## config.mk

```make
export PLATFORM = sky130hd
export DESIGN_NAME = uart_rx
export DESIGN_NICKNAME = d
export VERILOG_FILES = /design/src/rtl/uart_rx.sv
export SDC_FILE = /design/constraint.sdc
export NUM_CORES = 1
export LEC_CHECK = 0
export ABC_CLOCK_PERIOD_IN_PS = 3010
export BUFFER_PORTS_ARGS = -buffer_cell sky130_fd_sc_hd__buf_2
export CELL_PAD_IN_SITES_DETAIL_PLACEMENT = 1
export CELL_PAD_IN_SITES_GLOBAL_PLACEMENT = 2
export CORE_ASPECT_RATIO = 1.2
export CORE_MARGIN = 5
export CORE_UTILIZATION = 41
export DETAILED_ROUTE_END_ITERATION = 10
export PLACE_DENSITY_LB_ADDON = 0.1
export SETUP_SLACK_MARGIN = 0.5
export SLEW_MARGIN = 20
export SYNTH_ARGS = -nofsm -noshare
export SYNTH_HDL_FRONTEND = slang
export SYNTH_SLANG_ARGS = --single-unit
```

## constraint.sdc

```tcl
create_clock -name sclk -period 3.01 [get_ports sclk]
set_input_delay 0.602 -clock sclk [delete_from_list [all_inputs] [get_ports sclk]]
set_output_delay 0.602 -clock sclk [all_outputs]
set_load 0.005 [all_outputs]
```

## src/rtl/uart_rx.sv

```systemverilog
// 8N1 UART receiver with 3-sample majority voting per bit.
// Hands each good byte to a downstream write FIFO; a byte dropped on a full FIFO sets a sticky overflow flag.
module uart_rx #(
    parameter int BAUD_END = 433,
    parameter int MID      = BAUD_END / 2
) (
    input  logic       sclk,
    input  logic       reset,
    input  logic       RS232_rx,
    output logic [7:0] rx_data,
    output logic       rx_done,
    output logic       frame_err,
    output logic       overflow,
    input  logic       wfifo_full,
    output logic       wfifo_wr_en,
    output logic [7:0] wfifo_wr_data
);

    typedef enum logic [2:0] {
        IDLE,
        START,
        DATA,
        STOP,
        WAIT_IDLE
    } state_t;

    localparam logic [8:0] END_C = 9'(BAUD_END);
    localparam logic [8:0] LO_C  = 9'(MID - 1);
    localparam logic [8:0] MID_C = 9'(MID);
    localparam logic [8:0] DEC_C = 9'(MID + 1);

    state_t      state_q;
    logic        sync1_q;
    logic        rx_s_q;
    logic        rx_prev_q;
    logic [8:0]  baud_cnt_q;
    logic [2:0]  bit_cnt_q;
    logic [7:0]  shift_q;
    logic        smp0_q;
    logic        smp1_q;
    logic [7:0]  rx_data_q;
    logic        rx_done_q;
    logic        frame_err_q;
    logic        wr_en_q;
    logic        overflow_q;

    logic        wrap_d;
    logic        dec_d;
    logic        maj_d;
    logic        counting_d;

    always_comb begin
        wrap_d     = (baud_cnt_q == END_C);
        dec_d      = (baud_cnt_q == DEC_C);
        maj_d      = (smp0_q & smp1_q) | (smp0_q & rx_s_q) | (smp1_q & rx_s_q);
        counting_d = (state_q == START) || (state_q == DATA) || (state_q == STOP);
    end

    always_ff @(posedge sclk or negedge reset) begin
        if (!reset) begin
            state_q     <= IDLE;
            sync1_q     <= 1'b1;
            rx_s_q      <= 1'b1;
            rx_prev_q   <= 1'b1;
            baud_cnt_q  <= '0;
            bit_cnt_q   <= '0;
            shift_q     <= '0;
            smp0_q      <= 1'b1;
            smp1_q      <= 1'b1;
            rx_data_q   <= '0;
            rx_done_q   <= 1'b0;
            frame_err_q <= 1'b0;
            wr_en_q     <= 1'b0;
            overflow_q  <= 1'b0;
        end else begin
            sync1_q     <= RS232_rx;
            rx_s_q      <= sync1_q;
            rx_prev_q   <= rx_s_q;
            rx_done_q   <= 1'b0;
            frame_err_q <= 1'b0;
            wr_en_q     <= 1'b0;

            if (counting_d) begin
                baud_cnt_q <= wrap_d ? 9'd0 : baud_cnt_q + 9'd1;
                if (baud_cnt_q == LO_C)  smp0_q <= rx_s_q;
                if (baud_cnt_q == MID_C) smp1_q <= rx_s_q;
            end

            case (state_q)
                IDLE: begin
                    baud_cnt_q <= '0;
                    if (rx_prev_q && !rx_s_q) begin
                        state_q   <= START;
                        bit_cnt_q <= '0;
                    end
                end
                START: begin
                    if (dec_d && maj_d) begin
                        state_q    <= IDLE;
                        baud_cnt_q <= '0;
                    end else if (wrap_d) begin
                        state_q <= DATA;
                    end
                end
                DATA: begin
                    if (dec_d) shift_q[bit_cnt_q] <= maj_d;
                    if (wrap_d) begin
                        bit_cnt_q <= bit_cnt_q + 3'd1;
                        if (bit_cnt_q == 3'd7) state_q <= STOP;
                    end
                end
                STOP: begin
                    // Leave at mid stop bit so the next start edge is never missed.
                    if (dec_d) begin
                        baud_cnt_q <= '0;
                        if (maj_d) begin
                            state_q   <= IDLE;
                            rx_data_q <= shift_q;
                            rx_done_q <= 1'b1;
                            wr_en_q   <= !wfifo_full;
                            if (wfifo_full) overflow_q <= 1'b1;
                        end else begin
                            state_q     <= WAIT_IDLE;
                            frame_err_q <= 1'b1;
                        end
                    end
                end
                WAIT_IDLE: begin
                    baud_cnt_q <= '0;
                    if (rx_s_q) state_q <= IDLE;
                end
                default: state_q <= IDLE;
            endcase
        end
    end

    assign rx_data       = rx_data_q;
    assign rx_done       = rx_done_q;
    assign frame_err     = frame_err_q;
    assign overflow      = overflow_q;
    assign wfifo_wr_en   = wr_en_q;
    assign wfifo_wr_data = rx_data_q;

endmodule
```

---- After elaboration in Yosys (flattened, before gate mapping) ----
Index checks and enable logic that the tools add are counted.
storage, ports and cells
  flip-flop bits (word level) ............. 40
  latch bits .............................. 0
  bits in writable memories ............... 0
  memory bits (read-only) ................. 0
  input port bits ......................... 4
  output and inout bits ................... 20
  word-level logic and storage cells ...... 84
  memories kept ........................... 0
operators by class
  add/subtract/negate cells ............... 2
  $mul .................................... 0
  div/mod/pow operators ................... 0
  magnitude comparators ................... 2
  equal/unequal tests ..................... 15
  shift-type cells ........................ 0
  muxes and demuxes ....................... 29
  bitwise logic cells ..................... 5
  reductions and logical operators ........ 17
operator list
  operator                                                            number
  two-way mux 9 bit                                                   4
  two-way mux 3 bit                                                   10
  equality test 9 x 8 -> 1 bit (second input constant)                3
  one-hot mux 9 bit (3 select lines)                                  1
  one-hot mux 3 bit (5 select lines)                                  1
  two-way mux 1 bit                                                   10
  adder 9 x 1 -> 9 bit (second input constant)                        1
  equality test 9 bit (second input constant)                         1
  bitwise mux 8 bit                                                   1
  != test 2 bit (second input constant)                               4
  equality test 3 x 2 -> 1 bit (second input constant)                2
  equality test 3 bit (second input constant)                         2
  one-hot mux 3 bit (2 select lines)                                  1
  AND reduction 2 bit                                                 3
  AND reduction 3 bit                                                 2
  AND reduction 6 bit                                                 1
  less-than comparator 3 x 4 -> 1 bit (second input constant)         1
  AND reduction 4 bit                                                 1
  adder 3 x 1 -> 3 bit (second input constant)                        1
  AND 1 bit                                                           3
  demux 1 bit (select 3 bit)                                          1
  equality test 3 x 1 -> 1 bit (second input constant)                1
  greater-or-equal comparator 3 x 1 -> 1 bit (second input constant)  1
  logical AND 1 bit                                                   3
  8 further kinds                                                     11

---- Depth between registers and ports, before layout ----
Gate-level depths: netlist of run 1.
  depth in word-level cells ............... 6
  mapped depth ............................ 7
  depth with buffers taken out ............ 6

---- Least setup slack after synthesis of run 1 ----
No wires, ideal clock.
  path kind ............................... reg2reg
  start ................................... register baud_cnt_q[1]
  end ..................................... register rx_data_q[0] (netlist: rx_data[0])
  setup time .............................. 125 ps
  data arrival time ....................... 1702 ps
  data required time ...................... 2885 ps
  path slack .............................. 1183 ps
  stages on the path, launching flop included .. 8
  path buffers ............................ 1
  clock period less this slack ............ 1827 ps
  cells stage by stage .................... dfrtp_1 > inv_1 > ha_1 > nor4b_4 > and2_4 > and3_4 > buf_12 > mux2_4
between the ends
  word-level cells in the longest chain between the ends .. 2
ends and longest elaborated chain
  item                                  RTL line  text
  from (decl)                           36        logic [8:0] baud_cnt_q;
  from (signal assigned)                84        baud_cnt_q <= wrap_d ? 9'd0 : baud_cnt_q + 9'd1;
  equality test 9 x 8 -> 1 bit          54        dec_d = (baud_cnt_q == DEC_C);
  AND reduction 3 bit (no source line)  n/a
  to (signal assigned)                  118       rx_data_q <= shift_q;
  to (decl)                             41        logic [7:0] rx_data_q;
No other way between the ends.
A chain may end at the register's enable or synchronous reset.

---- Worst setup path after layout of run 1 ----
  start ................................... register baud_cnt_q[1]
  end ..................................... register shift_q[3]
between the ends
  word-level cells in the longest chain between the ends .. 2
ends and longest elaborated chain
  item                                  RTL line  text
  equality test 9 x 8 -> 1 bit          54
  AND reduction 2 bit (no source line)  n/a
  to (signal, indexed assignment)       106       if (dec_d) shift_q[bit_cnt_q] <= maj_d;
  to (decl)                             38        logic [7:0] shift_q;
No other way between the ends.

==> results.yml, run 1 <==
final_layout:
  final_nets: 210
  area_delta_synth_final_pct: 8.57
  layout-drive-gt1-share_pct: 28.7
  diodes: 0
  fillers: 562
  multiInputGateArea_sq_um: 952
  layout_commonest_cell: "dfrtp_1"
  instances_no_fill: 262
  final_cell_mix: "35 x dfrtp_1, 23 x buf_2, 16 x nor2_1"
  seqCellArea_sq_mm: 0.00101
  design_area_sq_mm: 0.00228
critical_path:
  path_buf_inv: 1
  critPathMaxStageDelay_ns: 0.42
  cpLargestDelayFamily: "simple AND/OR/NAND/NOR gates"
  endpoint_kind: "flip-flop"
  reg2reg_depth: 6
  start_kind: "flip-flop"
  crit_chain: "inv_1, ha_1, nor4b_4, nand4_1, nor3b_1, mux2_2"
  cpMaxStageDelayCell: "dfrtp_1"
  crit_fanout: 5
  cp.depth: 6
  critPathArrivalTime_ns: 2.33
  critPathKind: "flip-flop to flip-flop"
  worstPathRequired_ns: 3.19
clocking:
  clkSinkCount: 40
  insertion_delay_ns: 0.29
  tritoncts: "yes"
  postCtsSetupRepairBufs: 0
  clock-root-buffer: "clkbuf_8"
  cts_htree_levels: 2
  clockBufferDepth: 2
  ctsResizeCount: 0
  path_clk_slew_ns: 0.08
  ctsHoldBuffers: 0
  cts_made_buffers: 5
synthesis:
  seq_area_frac_synth_pct: 47.9
  yosys_most_used_dff: "dfrtp_1"
  netlist_area_sq_mm: 0.00210
  syn_area_per_cell_sq_um: 11.2
  ys_warn_count: 0
  synth_edf_count: 0
  post_synth_num_cell_types: 49
  synth_seq_cells: 40
  syn_nets: 196
  synthCells: 187
  async_flop_share_pct: 100
power:
  cellLeakagePower_uw: 0.00108
  p_per_area_mw_per_mm2: 605
  max-vdd-ir-drop_uv: 276
  p_total_uw: 1380
floorplan:
  dieArea_sq_mm: 0.00667
  core_area_sq_mm: 0.00497
  rows: 28
  ios: 24
  die_w_microns: 75.4
  die_h_microns: 88.5
  start_util_pct: 42.3
global_routing:
  grt_pass1_vias: 1607
  antenna_found_initial: 0
  grt_max_degree: 41
  grt_usage_pct: 16.3
  grt_first_pass_wirelength_mm: 8.16
  overflow: 0
place:
  dpl_cell_area_sq_mm: 0.00218
  gp_congestion: 0.841
  hpwl_mm: 3.50
  pre_cts_slack_ns: 0.915
  port-buffer-count: 23
  placed_cells: 254
run:
  cap_violations: 0
sta:
  worstMarginPinSlew_ns: 0.897
  finalHoldViolations: 0
  skew_ns: 0.00724
  period_share_pct: 71.4
  finalSetupViolCount: 0
  maxSlewViolCount: 0
  final.setup.tns_ns: 0
  min_period_ns: 2.15
  rsz0062_at_grt: "false"
  fin_ws_ns: 0.859
  fmax_mhz: 465
  slew_headroom_pct: 40.2
routing:
  vias: 1436
  route.detailed.drc: 0
  post_drt_via_cell_ratio: 5.48
  wl_mm: 4.82
  antenna_left: 0
  drtIter0Drc: 36
  wl_per_cell_microns: 18.4
  first_pass_iters: 4
min_path:
  min_path_cells: 0
  min_path_type: "flip-flop to flip-flop"
status:
  status: "completed"
==> synthesized netlist by cell type, types with 3 or more instances <==
cell      instances  area share [%]
buf_2             3            0.71
buf_4            10             3.6
dfrtp_1          35              42
dfstp_2           5             6.2
ha_1              5             3.0
inv_1             7             1.2
mux2_2           10             5.4
mux2_4            8             5.7
nand2_1          10             1.8
nand3_1           8             1.9
nand3b_1          4             1.4
nor2_1           16             2.9
nor3_1            4            0.95
nor3b_1           5             1.8
nor4_1            3            0.89
o21ai_0           5             1.2
o21ai_1           3            0.71
xnor2_1           6             2.5
==> through the flow <==
step | utilization, % | hold slack, ns
6_report | 45.9 | 0.373
5_1_grt | 45.9 | 0.376
4_1_cts | 45.9 | 0.381
3_5_place_dp | 43.7 | 0.368
3_3_place_gp | 43.7 | 0.366
2_1_floorplan | - | 0.306
==> flip-flops by register name, summed over array words and instances (netlist names) <==
name / count
frame_err: 1
rx_done: 1
rx_s_q: 1
rx_data: 8
baud_cnt_q: 9
smp0_q: 1
wfifo_wr_en: 1
rx_prev_q: 1
state_q: 3
shift_q: 8
overflow: 1
bit_cnt_q: 3
sync1_q: 1
smp1_q: 1
==> worst paths after layout <==
path	startpoint	to	slack [ns]
worst max-delay path	baud_cnt_q[1]$_DFF_PN0_	shift_q[3]$_DFFE_PN0P_	0.86
worst min-delay path	sync1_q$_DFF_PN1_	rx_s_q$_DFF_PN1_	0.37
worst max register to register	baud_cnt_q[1]$_DFF_PN0_	shift_q[3]$_DFFE_PN0P_	0.86
worst min register to register	sync1_q$_DFF_PN1_	rx_s_q$_DFF_PN1_	0.37
max in group asynchronous	reset	baud_cnt_q[2]$_DFF_PN0_	2.02
min in group asynchronous	reset	rx_data[2]$_DFFE_PN0P_	0.43
==> final cells by class <==
cell class	instances	area share, %
tap	60	3.29
clock buffer	6	3.18
multi-input combinational	124	41.7
inverter	7	1.15
timing repair buffer	23	5.04
clock inverter	2	1.53
sequential	40	44.1
==> kinds of logic (layout without fill, tap and decap cells) <==
group | Yosys count | after routing | synth area share [%]
and+or+nand+nor | 71 | 71 | 20.3
DFF | 40 | 40 | 47.9
xor gates and xnor gates | 7 | 7 | 2.91
adders and majority gates | 6 | 6 | 3.45
AOI/OAI and AO/OA | 22 | 22 | 7.50
buffers and inverters | 23 | 38 | 6.84
muxes | 18 | 18 | 11.1
==> power by group <==
| part | internal [uW] | total [uW] | switching [uW] |
|---|---|---|---|
| sequential | 581 | 652 | 70.9 |
| combinational | 120 | 293 | 174 |
| clock | 246 | 437 | 191 |
==> routing by layer <==
metal / global-route usage (%) / routed length [microns]
met5: 0 / 0
met4: 4.29 / 64
met3: 4.09 / 180
met2: 30.5 / 2690
met1: 18.0 / 1880
No activity file was read; power rests on OpenSTA's default activity.
==> run 2, diff against run 1 <==
--- a/config.mk
+++ b/config.mk
@@ -5,13 +5,13 @@
 export SDC_FILE = /design/constraint.sdc
 export NUM_CORES = 1
 export LEC_CHECK = 0
-export ABC_CLOCK_PERIOD_IN_PS = 3010
+export ABC_CLOCK_PERIOD_IN_PS = 2050
 export BUFFER_PORTS_ARGS = -buffer_cell sky130_fd_sc_hd__buf_2
 export CELL_PAD_IN_SITES_DETAIL_PLACEMENT = 1
 export CELL_PAD_IN_SITES_GLOBAL_PLACEMENT = 2
 export CORE_ASPECT_RATIO = 1.2
 export CORE_MARGIN = 5
-export CORE_UTILIZATION = 41
+export CORE_UTILIZATION = 38
 export DETAILED_ROUTE_END_ITERATION = 10
 export PLACE_DENSITY_LB_ADDON = 0.1
 export SETUP_SLACK_MARGIN = 0.5
==> constraint.sdc (replaced) <==
create_clock -name sclk -period 2.05 [get_ports sclk]
set_input_delay 0.41 -clock sclk [delete_from_list [all_inputs] [get_ports sclk]]
set_output_delay 0.41 -clock sclk [all_outputs]
set_load 0.005 [all_outputs]
==> run 2 against run 1 <==
  * Register-to-register slack lost 0.60 ns
  * Sequential power grew 46%
  * Critical endpoint unchanged
  * Clock power grew 18%
  * Hold slack lost 0.30 ns
  * First-iteration DRC count grew 8.3%
  * Critical path depth grew 1
  * Sequential share of layout area shrank 8.5 points
  * Clock-buffer cell count shrank 1
  * Cell count grew 15%
  * Die area grew 6.9%
  * Highest routed layer unchanged
  * Clock skew grew 0.0017 ns
==> results.yml, run 2 (same netlist as run 1, synthesis figures left out) <==
floorplan:
  dieArea_sq_mm: 0.00713
  start_util_pct: 39.4
  die_w_microns: 77.9
  ios: 24
  die_h_microns: 91.5
  rows: 29
  core_area_sq_mm: 0.00533
final_layout:
  seqCellArea_sq_mm: 0.00101
  layout-drive-gt1-share_pct: 55.5
  design_area_sq_mm: 0.00284
  final_cell_mix: "33 x dfrtp_1, 26 x buf_4, 23 x buf_2"
  diodes: 0
  multiInputGateArea_sq_mm: 0.00121
  largest_reg_flops: 9
  layout_commonest_cell: "dfrtp_1"
  fillers: 580
  area_delta_synth_final_pct: 35.0
  final_nets: 246
  instances_no_fill: 300
  fin_util_pct: 53.2
  top_register: "baud_cnt_q"
global_routing:
  antenna_found_initial: 0
  grt_pass1_vias: 1769
  grt_max_degree: 25
  grt_first_pass_wirelength_mm: 8.66
  overflow: 0
  grt_usage_pct: 15.2
critical_path:
  critPathKind: "flip-flop to flip-flop"
  crit_fanout: 4
  worstPathRequired_ns: 2.23
  critPathArrivalTime_ns: 1.97
  endpoint_kind: "flip-flop"
  start_kind: "flip-flop"
routing:
  post_drt_via_cell_ratio: 5.50
  antenna_left: 0
  first_pass_iters: 4
  top_layer: "met4"
  drtIter0Drc: 39
  wl_per_cell_microns: 18.2
  route.detailed.drc: 0
  wl_met1_mm: 2.12
  wl_mm: 5.45
  route.met2.wl_mm: 3.01
  dr_wl_met3_microns: 193
  vias: 1651
clocking:
  clock-root-buffer: "clkbuf_8"
  cts_htree_levels: 2
  clockBufferDepth: 2
  clkSinkCount: 40
  path_clk_slew_ns: 0.08
  ctsHoldBuffers: 0
  insertion_delay_ns: 0.29
  cts_made_buffers: 5
  tritoncts: "yes"
sta:
  finalSetupViolCount: 0
  period_share_pct: 87.1
  fmax_mhz: 560
  rsz0062_at_grt: "true"
  slew_headroom_pct: 69.2
  final.setup.tns_ns: 0
  finalHoldViolations: 0
  skew_ns: 0.00889
  maxSlewViolCount: 0
  worstMarginPinSlew_ns: 0.462
  min_period_ns: 1.79
power:
  cellLeakagePower_uw: 0.00129
  p_per_area_mw_per_mm2: 763
  max-vdd-ir-drop_uv: 500
place:
  hpwl_mm: 3.58
  placed_cells: 265
  port-buffer-count: 23
  dpl_cell_area_sq_mm: 0.00231
  gp_congestion: 0.827
min_path:
  min_path_type: "input port to asynchronous set/reset pin"
run:
  cap_violations: 0
status:
  status: "completed"
-- run 2: changes by cell type in the layout (fill, tap and decap cells not counted), sizes merged --
cell,before,now
clkbuf,6,5
buf,23,58
bufinv,1,0
and3,3,4
clkinv,1,3
-- run 2: worst max-delay path, cell delays in order (launching register included) --
cell and delay (ns):
dfrtp_1 0.41, inv_2 0.08, ha_4 0.13, nor4b_4 0.25, nand4_1 0.12, buf_4 0.18, nor3b_2 0.19, mux2_4 0.31
-- run 2: cell type report --
cell class	instances	area share [%]
multi-input combinational	125	42.6
timing repair buffer	58	15.1
clock buffer	5	2.42
tap	62	2.73
sequential	40	35.6
clock inverter	3	0.661
inverter	7	0.926
-- run 2: worst paths after layout --
path,from,to,slack [ns],cells after the start
setup reg to reg,baud_cnt_q[1]$_DFF_PN0_,shift_q[3]$_DFFE_PN0P_,0.26,7
hold reg to reg,sync1_q$_DFF_PN1_,rx_s_q$_DFF_PN1_,0.36,0
min in group sclk,RS232_rx,sync1_q$_DFF_PN1_,0.21,1
hold / removal,reset,baud_cnt_q[2]$_DFF_PN0_,0.07,1
max in group asynchronous,reset,sync1_q$_DFF_PN1_,1.43,2
setup / recovery,baud_cnt_q[1]$_DFF_PN0_,shift_q[3]$_DFFE_PN0P_,0.26,7
-- run 2: routing by layer --
layer	global-route usage (%)	vias up
met3	2.97	13
met1	16.3	847
met4	5.49	0
met2	28.7	32
li1	-	759
met5	0	-
-- run 2: what timing repair did --
action / 4_1_cts / 5_1_grt
setup endpoints to repair: 33 / 34
resized for setup: 27 / 29
hold endpoints to repair: 0 / 0
cloned: 1 / 0
setup buffers: 13 / 13
pin swaps: 12 / 12
-- run 2: where the power goes --
| group | internal, uW | total, uW | switching [uW] |
|---|---|---|---|
| sequential | 855 | 955 | 99.9 |
| clock | 237 | 517 | 280 |
| combinational | 333 | 694 | 361 |
-- run 2: stage by stage --
stage | hold slack, ns | power, uW | worst slack (ns)
2_1_floorplan | 0.114 | 1270 | 0.234
3_3_place_gp | 0.346 | 1400 | 0.146
3_5_place_dp | 0.347 | 1430 | 0.0407
4_1_cts | 0.0687 | 2060 | 0.207
5_1_grt | 0.0854 | 2310 | 0.163
6_report | 0.0691 | 2170 | 0.264
==> run 3, diff against run 2 <==
--- a/config.mk
+++ b/config.mk
@@ -11,7 +11,7 @@
 export CELL_PAD_IN_SITES_GLOBAL_PLACEMENT = 2
 export CORE_ASPECT_RATIO = 1.2
 export CORE_MARGIN = 5
-export CORE_UTILIZATION = 38
+export CORE_UTILIZATION = 25
 export DETAILED_ROUTE_END_ITERATION = 10
 export PLACE_DENSITY_LB_ADDON = 0.1
 export SETUP_SLACK_MARGIN = 0.5
==> run 3 against run 2 <==
  * Global-route usage decreased by 4.6 points
  * Sequential share of layout area is 1.5 points higher
  * Critical endpoint is now shift_q[1]$_DFFE_PN0P_
  * Sequential power is 2% lower
  * Combinational power shrank 7.3%
  * Utilization is 20 points lower
  * Critical path depth unchanged
  * First-iteration DRC count decreased by 49%
  * Highest routed layer unchanged
  * Flip-flop and latch count did not move
  * Largest cell class unchanged
==> results.yml, run 3 (same netlist as run 1, synthesis figures left out) <==
status:
  status: "completed"
sta:
  worst_hold_slack_ns: 0.171
  rsz0062_at_grt: "true"
  fin_ws_ns: 0.194
  worstMarginPinSlew_ns: 0.633
  skew_ns: 0.00660
  finalHoldViolations: 0
  maxSlewViolCount: 0
  final.setup.tns_ns: 0
  fmax_mhz: 539
  finalSetupViolCount: 0
  min_period_ns: 1.86
  slew_headroom_pct: 57.5
  period_share_pct: 90.5
routing:
  route.detailed.drc: 0
  wl_mm: 5.35
  first_pass_iters: 4
  drtIter0Drc: 20
  antenna_left: 0
  wl_per_cell_microns: 15.5
  post_drt_via_cell_ratio: 4.58
  vias: 1586
clocking:
  clock-root-buffer: "clkbuf_8"
  tritoncts: "yes"
  ctsHoldBuffers: 0
  insertion_delay_ns: 0.29
  cts_htree_levels: 2
  clkSinkCount: 40
  cts_made_buffers: 5
  path_clk_slew_ns: 0.08
  clockBufferDepth: 2
floorplan:
  start_util_pct: 25.8
  dieArea_sq_mm: 0.0104
  die_w_microns: 93.7
  core_area_sq_mm: 0.00815
  ios: 24
  die_h_microns: 110
  rows: 36
power:
  p_per_area_mw_per_mm2: 779
  cellLeakagePower_uw: 0.00123
  max-vdd-ir-drop_uv: 394
global_routing:
  grt_pass1_vias: 1684
  antenna_found_initial: 0
  grt_first_pass_wirelength_mm: 8.62
  busiest_layer: "met2"
  grt_usage_pct: 10.5
  gr-usage-met2_pct: 19.2
  grt_max_degree: 41
  overflow: 0
  global_route.usage.met3_pct: 1.97
  met1_usage_pct: 11.9
critical_path:
  crit_start: "baud_cnt_q[1]$_DFF_PN0_"
  r2r_end: "shift_q[1]$_DFFE_PN0P_"
  cpLargestDelayFamily: "simple AND/OR/NAND/NOR gates"
  crit_path_end: "shift_q[1]$_DFFE_PN0P_"
  cpMaxStageDelayCell: "dfrtp_1"
  path_buf_inv: 2
  endpoint_kind: "flip-flop"
  critPathKind: "flip-flop to flip-flop"
  reg2reg_depth: 7
  critPathMaxStageDelay_ns: 0.40
  cp.depth: 7
  r2r_start: "baud_cnt_q[1]$_DFF_PN0_"
  r2r_slack_ns: 0.19
  critPathArrivalTime_ns: 2.04
  start_kind: "flip-flop"
  crit_chain: "inv_2, ha_4, nor4b_4, buf_4, nand4_1, nor3_1, mux2_2"
  worstPathRequired_ns: 2.23
  crit_fanout: 4
final_layout:
  diodes: 0
  top_register: "baud_cnt_q"
  final_cell_mix: "35 x dfrtp_1, 24 x buf_4, 23 x buf_2"
  layout_commonest_cell: "dfrtp_1"
  final_nets: 240
  fin_util_pct: 33.3
  largest_reg_flops: 9
  area_delta_synth_final_pct: 29.1
  layout-drive-gt1-share_pct: 47.8
place:
  port-buffer-count: 23
  hpwl_mm: 3.70
  gp_congestion: 0.691
  pre_cts_slack_ns: 0.0342
run:
  cap_violations: 0
min_path:
  min_path_type: "input port to asynchronous set/reset pin"
## run 3: changes by cell type in the layout (fill, tap and decap cells not counted), sizes merged
cell,previous run,this run
buf,58,52
## run 3: how the worst min path moves through the flow
stage	depth (start not counted)	slack, ns	endpoint	start
after floorplan	0	0.11	baud_cnt_q[0]$_DFF_PN0_	reset
after global placement	0	0.35	rx_s_q$_DFF_PN1_	sync1_q$_DFF_PN1_
after detailed placement	0	0.35	rx_s_q$_DFF_PN1_	sync1_q$_DFF_PN1_
after CTS	2	0.19	wfifo_wr_en$_DFF_PN0_	reset
after global routing	1	0.19	sync1_q$_DFF_PN1_	RS232_rx
final	2	0.17	state_q[1]$_DFFE_PN0P_	reset
## run 3: power breakdown
| group | leakage, uW | internal [uW] | switching [uW] | total, uW |
|---|---|---|---|---|
| registers | 0.000526 | 853 | 86.2 | 939 |
| logic | 0.000655 | 313 | 330 | 643 |
| clock network | 0.0000479 | 238 | 294 | 532 |
| total | 0.00123 | 1400 | 711 | 2110 |
## run 3: final cells by class
type | instances | area [sq um]
Fill cell | 911 | 5440
Multi-Input combinational cell | 125 | 1100
Sequential cell | 40 | 1010
Timing Repair Buffer | 52 | 352
Tap cell | 114 | 143
Clock buffer | 5 | 68.8
Inverter | 7 | 26.3
Clock inverter | 3 | 18.8
## run 3: stage by stage
stage / cells / power [uW] / cell area [sq um]
finish: 346 / 2110 / 2720
global route: 346 / 2250 / 2720
CTS: 343 / 2110 / 2670
detailed placement: 319 / 1460 / 2370
global placement: 319 / 1420 / 2370
floorplan: 187 / 1270 / 2150
## run 3: timing repair
| item | 4_1_cts | 5_1_grt |
|---|---|---|
| resized for setup | 24 | 4 |
| cloned | 1 | 0 |
| setup endpoints to repair | 33 | 33 |
| hold endpoints to repair | 0 | 0 |
| pin swaps | 8 | 8 |
| buffers inserted | 15 | 3 |
## run 3: per-layer routing
| metal | share of wire, % | vias to the layer above |
|---|---|---|
| met3 | 2.7 | 6 |
| met4 | 1.4 | 0 |
| met5 | 0 | - |
| li1 | - | 746 |
| met2 | 54 | 25 |
| met1 | 42 | 809 |
